## config.mk

```make
export PLATFORM = sky130hd
export DESIGN_NAME = money_fnd_scanner
export DESIGN_NICKNAME = d
export VERILOG_FILES = /design/src/rtl/money_fnd_scanner.sv
export SDC_FILE = /design/constraint.sdc
export NUM_CORES = 1
export LEC_CHECK = 0
export CAP_MARGIN = 15
export CORE_UTILIZATION = 55
export DETAILED_ROUTE_END_ITERATION = 8
export PLACE_DENSITY = 0.74
export SYNTH_ARGS = -nofsm -noshare
export SYNTH_HDL_FRONTEND = slang
export SYNTH_SLANG_ARGS = --single-unit
export TNS_END_PERCENT = 1
```

## constraint.sdc

```tcl
create_clock -name clk -period 2.5 [get_ports clk]
set_input_delay 0.25 -clock clk [delete_from_list [all_inputs] [get_ports clk]]
set_output_delay 0.25 -clock clk [all_outputs]
set_load 0.005 [all_outputs]
```

## src/rtl/money_fnd_scanner.sv

```systemverilog
// Binary money amount to 8-digit multiplexed FND: sequential double-dabble conversion,
// fixed trailing scale zeros, leading-zero blanking and round-robin digit scanning.
module money_fnd_scanner #(
  parameter int unsigned IN_W        = 8,
  parameter int unsigned SCALE_ZEROS = 2,
  parameter int unsigned SCAN_DIV    = 10000
) (
  input  logic            clk,
  input  logic            rst,
  input  logic [IN_W-1:0] display_money_binary,
  output logic [7:0]      seg_com,
  output logic [7:0]      seg_array,
  output logic            conv_busy
);

  localparam logic [1:0] IDLE  = 2'd0;
  localparam logic [1:0] LOAD  = 2'd1;
  localparam logic [1:0] SHIFT = 2'd2;
  localparam logic [1:0] DONE  = 2'd3;

  localparam int unsigned CNT_W = $clog2(SCAN_DIV);
  localparam int unsigned BIT_W = $clog2(IN_W + 1);

  logic [1:0]       state_q, state_d;
  logic [IN_W-1:0]  in_q;
  logic [IN_W-1:0]  last_q, last_d;
  logic [IN_W-1:0]  sh_q, sh_d;
  logic [19:0]      work_q, work_d;
  logic [19:0]      shown_q, shown_d;
  logic [BIT_W-1:0] bit_q, bit_d;
  logic [18:0]      bcd_adj;

  logic [CNT_W-1:0] scan_q, scan_d;
  logic [2:0]       digit_q, digit_d;
  logic [7:0]       seg_com_q, seg_array_q;
  logic [31:0]      pos_vec;
  logic [31:0]      pos_high;
  logic [3:0]       digit_val;
  logic             digit_blank;

  function automatic logic [7:0] seg_code(input logic [3:0] d);
    case (d)
      4'd0:    seg_code = 8'hFC;
      4'd1:    seg_code = 8'h60;
      4'd2:    seg_code = 8'hDA;
      4'd3:    seg_code = 8'hF2;
      4'd4:    seg_code = 8'h66;
      4'd5:    seg_code = 8'hB6;
      4'd6:    seg_code = 8'hBE;
      4'd7:    seg_code = 8'hE0;
      4'd8:    seg_code = 8'hFE;
      4'd9:    seg_code = 8'hF6;
      default: seg_code = 8'h00;
    endcase
  endfunction

  // Add-3 correction; the top nibble never carries out, so only its low 3 bits survive the shift.
  always_comb begin
    bcd_adj = work_q[18:0];
    for (int i = 0; i < 4; i++) begin
      if (work_q[4*i +: 4] >= 4'd5) bcd_adj[4*i +: 4] = work_q[4*i +: 4] + 4'd3;
    end
    if (work_q[19:16] >= 4'd5) bcd_adj[18:16] = 3'(work_q[19:16] + 4'd3);
  end

  always_comb begin
    state_d = state_q;
    last_d  = last_q;
    sh_d    = sh_q;
    work_d  = work_q;
    shown_d = shown_q;
    bit_d   = bit_q;
    case (state_q)
      IDLE: if (in_q != last_q) state_d = LOAD;
      LOAD: begin
        sh_d    = in_q;
        last_d  = in_q;
        work_d  = '0;
        bit_d   = '0;
        state_d = SHIFT;
      end
      SHIFT: begin
        {work_d, sh_d} = {bcd_adj, sh_q, 1'b0};
        bit_d          = bit_q + 1'b1;
        if (bit_q == BIT_W'(IN_W - 1)) state_d = DONE;
      end
      DONE: begin
        shown_d = work_q;
        state_d = IDLE;
      end
      default: state_d = IDLE;
    endcase
  end

  always_ff @(posedge clk or negedge rst) begin
    if (!rst) begin
      state_q <= IDLE;
      in_q    <= '0;
      last_q  <= '0;
      sh_q    <= '0;
      work_q  <= '0;
      shown_q <= '0;
      bit_q   <= '0;
    end else begin
      state_q <= state_d;
      in_q    <= display_money_binary;
      last_q  <= last_d;
      sh_q    <= sh_d;
      work_q  <= work_d;
      shown_q <= shown_d;
      bit_q   <= bit_d;
    end
  end

  assign conv_busy = (state_q != IDLE);

  // Scale zeros sit below the BCD digits; everything above position 7 is simply ignored.
  always_comb begin
    pos_vec     = 32'(shown_q) << (4 * SCALE_ZEROS);
    pos_high    = pos_vec >> {digit_q, 2'b00};
    digit_val   = pos_vec[{digit_q, 2'b00} +: 4];
    digit_blank = (pos_high == 32'd0) && (digit_q != 3'd0);
  end

  always_comb begin
    scan_d  = scan_q + 1'b1;
    digit_d = digit_q;
    if (scan_q == CNT_W'(SCAN_DIV - 1)) begin
      scan_d  = '0;
      digit_d = digit_q + 3'd1;
    end
  end

  always_ff @(posedge clk or negedge rst) begin
    if (!rst) begin
      scan_q      <= '0;
      digit_q     <= '0;
      seg_com_q   <= 8'hFF;
      seg_array_q <= 8'h00;
    end else begin
      scan_q      <= scan_d;
      digit_q     <= digit_d;
      seg_com_q   <= ~(8'b1 << digit_q);
      seg_array_q <= digit_blank ? 8'h00 : seg_code(digit_val);
    end
  end

  assign seg_com   = seg_com_q;
  assign seg_array = seg_array_q;

endmodule

```

== Word-level counts from Yosys, hierarchy flattened ==
Memories as Yosys holds them, arrays and structs flattened.
Index checks and enable logic that the tools add are counted.

* Memories: 1
* Bits in registers: 103
* Output and inout bits: 17
* Input port bits: 10
* ROM bits: 112

* Equal/unequal tests: 8
* $add $sub $neg: 8
* Muxes and demuxes: 13
* $lt $le $gt $ge: 5
* Bitwise gates (word level): 1
* Reductions and logical operators: 7
* Shifts and indexed selects: 3

{| class="wikitable"
|+ Memories
! memory !! words !! width !! read ports !! clocked after Yosys merged registers in !! wr ports !! line !! RTL
|-
| (no name shown) || 16 || 7 || 1 || 0 || 0 || 42 || <nowiki>case (d)</nowiki>
|}

{| class="wikitable"
|+ Operator list
! operator !! count
|-
| case mux 20 bit (2 select lines) || 1
|-
| logical NOT 32 bit || 1
|-
| variable part select 32 x 6 -> 4 bit || 1
|-
| right shift 28 x 5 -> 32 bit || 1
|-
| greater-or-equal comparator 4 x 3 -> 1 bit, second input constant || 5
|-
| adder 4 x 2 -> 4 bit, second input constant || 4
|-
| 2-to-1 mux 4 bit || 4
|-
| case mux 8 bit (2 select lines) || 1
|-
| adder 14 x 1 -> 14 bit, second input constant || 1
|-
| == test 14 bit, second input constant || 1
|-
| 2-to-1 mux 14 bit || 1
|-
| 2-to-1 mux 8 bit || 1
|-
| != test 8 bit || 1
|-
| NOT 8 bit || 1
|-
| case mux 2 bit (4 select lines) || 1
|-
| case mux 4 bit (2 select lines) || 1
|-
| left shift 1 x 3 -> 8 bit, first input constant || 1
|-
| adder 4 x 1 -> 4 bit, second input constant || 1
|-
| == test 2 bit, second input constant || 2
|-
| == test 4 x 3 -> 1 bit, second input constant || 1
|-
| 2-to-1 mux 2 bit || 2
|-
| != test 2 bit, second input constant || 2
|-
| nonzero test 2 bit || 2
|-
| adder 3 x 1 -> 3 bit, second input constant || 1
|-
| other kinds (7) || 7
|}

== Longest topological paths before layout ==
* Depth after elaboration: 4
* Depth in mapped cells: 11
* Mapped depth without buffers: 9

== Worst setup path after synthesis ==
Ideal clock, no wire load.

* Kind: flip-flop to flip-flop
* From: register digit_q[0]
* To: register seg_array_q[4] (netlist: seg_array[4])
* Data arrival time: 2026 ps
* Path slack: 340 ps
* Data required time: 2366 ps
* Cell stages (with the launch flop): 12
* Cell sequence: dfrtp_1 buf_6 buf_4 mux2i_1 nor3_1 a21oi_1 ha_1 o221ai_1 a211oi_1 mux2i_1 o21ai_1 a21oi_1

* Longest elaborated chain between the ends: 4
* Elaborated cells between the ends (all ways): 7
* Those cells by class: 2 x shift; 1 x mux; 3 x reduce/logical; 1 x memory

{| class="wikitable"
|+ Ends and longest elaborated chain
! element !! line !! RTL
|-
| from (decl) || 34 || <nowiki>logic [2:0] digit_q, digit_d;</nowiki>
|-
| from (signal assigned) || 142 || <nowiki>digit_q <= digit_d;</nowiki>
|-
| branches (longest 3 deep; another with memory read (16 x 7 bit)) || - ||
|-
| 2-to-1 mux 8 bit (*) || 144 || <nowiki>seg_array_q <= digit_blank ? 8'h00 : seg_code(digit_val);</nowiki>
|-
| to (signal assigned) || 144 ||
|-
| to (decl) || 35 || <nowiki>logic [7:0] seg_com_q, seg_array_q;</nowiki>
|}

Mark *: on every way between the ends.
A chain may end at the register's enable or synchronous reset.

== Worst setup path in the final report ==
* From: register digit_q[2]
* To: register seg_array_q[4] (netlist: seg_array[4])

The elaborated chain is that of the path after synthesis.

==> qor.txt <==
status - finished with violations
failing checks - DRC
Clock Latency Late Sink - 0.37 ns
R2R depth - 9
setup ws final - 0.239 ns
initial antenna violation count - 0
pre-CTS setup slack - 0.154 ns
Final min period - 2.26 ns
via count - 3454
Post-DP Area - 5470 um2
Longest Clk Path Bufs - 2
Synth Flop Type - dfrtp_1
Seq/Total Area, Yosys - 50.6%
RSZ-0062 raised after global routing - false
hold slack - 0.303 ns
Post-Layout Inst Area - 5710 um2
pins over their slew limit - 0
hold depth - 1
syn_nets - 504
slowest stage delay, CP - 0.51 ns
synth warn - 0
crit path kind - reg2reg
I/O Buffers - 25
Ant. Diodes - 0
layout cells sized above 1 - 16.6%
Arr. time, crit path - 2.50 ns
count of different cell masters after synthesis - 55
I/O pin count - 27
CTS tree - built
Highest Clock Rate - 442 MHz
Inst Count DP - 594
period utilisation layout - 90.4%
chip height - 97.9 um
top cell type by total area after synthesis - dfrtp_1
routability cong. - 0.886
Pleak - 2.46 nW
synthesized flop and latch total - 102
die width - 97.9 um
WL/cell - 14.5 um
Syn Area/Cell - 10.9 um2
Synth async-reset ratio - 100%
critical path endpoint category - flop
CP Buf/Inv Count - 0
Clock transition at path regs - 0.10 ns
Initial DRC Count - 123
H-tree Lvls - 3
Slew headroom - 57.5%
vias per cell - 5.63
Remaining Overflow, GRT - 0
EDFF count, synth - 0
Post-Route WL - 8.89 mm
Final setup viols - 0
Final Skew - 0.0104 ns
flop2flop setup slack - 0.24 ns
vias in the first global route - 3345
CP startpoint kind - flop
Yosys top cell area share - 46.5%
Worst EP required - 2.74 ns
CTS sink count - 102
Mapped Cells - 466
HP Class - in2reg
Final Net Count - 538
core footprint - 8810 um2
Finished Layout Cells - 613
hold-critical path endpoint - in_q[2]
hold_sp - display_money_binary[2]
Worst R2R Start - digit_q[2]
TritonCTS Buffers - 9
Max VDD drop - 0.000550 V
most frequent cell after synthesis - dfrtp_1
worst reg2reg path endpoint - seg_array[4]
Initial Util - 57.5%
final antenna-violating net count - 0
gr usage total - 20.3%
CTS Root Cell - clkbuf_8
max-cap violations - 0
first-pass GRT wire length - 15.6 mm
number of remaining DRC errors - 6
Area Growth Syn to Fin - 12.8%
largest cells by area after synthesis - dfrtp_1 (46%), ha_1 (6.9%), mux2_2 (6.5%)
CP max-delay cell - dfrtp_2
Core Rows - 34
Setup TNS - 0 ns
PwrDens - 775 nW/um2
largest net degree at the start of global routing - 51
Synth Cell Area - 5060 um2
largest fanout on the critical path - 11
commonest cells in the netlist - dfrtp_1 (94), inv_1 (34), a21oi_1 (29), mux2_2 (29), ha_1 (28)
DRT Pass-1 Iters - 6
full die area - 9590 um2
Final Hold Viols - 0
Cell Chain, Critical Path - mux2i_1, o211ai_2, nand2_1, ha_1, o221ai_1, a21oi_1, nand2_1, o21ai_1, a21oi_1
crit-path leading delay family - compound AO/OA/AOI/OAI gates
DPL Wire Length - 6.19 mm
slew of the pin with the lowest slew margin - 0.638 ns
==> cell usage in the layout (no fill, tap or decap), drive strengths merged, types with 3 or more instances in the layout <==
master / count
dfrtp: 94
inv: 38
a21oi: 32
o21ai: 31
mux2: 30
ha: 28
nor2: 27
nand2: 27
xnor2: 24
clkdlybuf4s50: 24
mux2i: 17
buf: 16
nand3: 14
o22ai: 11
nor3: 11
clkbuf: 9
dfstp: 8
nor4: 8
and3: 7
xor2: 6
nand2b: 5
nand3b: 4
o32ai: 4
nand4: 3
==> worst register-to-register path: cells and delay by family, from the launching register on <==
kind	cells	cell delay (ns)
AO/OA/AOI/OAI	5	0.79
adder cells (fa/ha/maj)	1	0.23
multiplexers	1	0.28
AND/OR/NAND/NOR	2	0.32
flip-flops	1	0.51
==> cells by family (layout without fill, tap and decap cells) <==
kind of cell | after synthesis | count (layout) | share of synthesized area, %
simple gates | 116 | 116 | 11.9
flops | 102 | 102 | 50.6
compound gates | 89 | 89 | 10.8
buf+inv | 53 | 92 | 4.55
mux | 47 | 47 | 10.0
xor+xnor | 30 | 30 | 5.19
fa+ha+maj | 28 | 28 | 6.92
other cells | 1 | 1 | 0.0741
==> layout make-up <==
cell class,count,area [um2]
Fill cell,677,3090
Sequential cell,102,2560
Multi-Input combinational cell,311,2270
Timing Repair Buffer,41,395
Tap cell,108,135
Inverter,35,131
Clock buffer,9,124
Clock inverter,7,91.3
==> registers in the layout (all words and copies together) (netlist names) <==
register,flops
bit_q,4
digit_q,3
in_q,8
last_q,8
scan_q,14
seg_array,7
seg_com,8
sh_q,8
shown_q,20
state_q,2
work_q,20
==> what timing repair did <==
item | 4_1_cts | 5_1_grt
setup endpoints to repair | 0 | 6
buffers inserted | 0 | 2
hold buffers | 1 | 0
gates resized for setup | 0 | 2
hold endpoints to repair | 45 | 0
==> through the flow <==
stage	power [mW]	utilization (%)
CTS	4.49	64.7
floorplan	2.95	-
finish	4.43	64.9
detailed placement	3.38	62.1
global route	4.71	64.9
global placement	3.31	62.1
==> worst max-delay path by stage <==
stage	cells past startpoint	end	slack, ns	start
4_1_cts	9	seg_array[4]	0.08	digit_q[2]
3_3_place_gp	9	seg_array[4]	0.27	digit_q[2]
2_1_floorplan	11	seg_array[4]	0.34	digit_q[0]
5_1_grt	9	seg_array[4]	0.04	digit_q[2]
3_5_place_dp	9	seg_array[4]	0.15	digit_q[2]
6_report	9	seg_array[4]	0.24	digit_q[2]
==> routing by layer <==
metal / routed length, um / track usage (%) / up-vias
met5: 0 / 0 / -
met4: 95 / 7.34 / 0
met3: 304 / 4.37 / 10
li1: - / - / 1689
met1: 4110 / 25.3 / 1692
met2: 4390 / 34.8 / 63
==> power by group <==
group	switching, mW	leakage, nW	internal (mW)
logic	0.735	1.08	0.590
clock network	0.601	0.105	0.487
registers	0.153	1.28	1.86
Power figures use the tool's default switching activity.
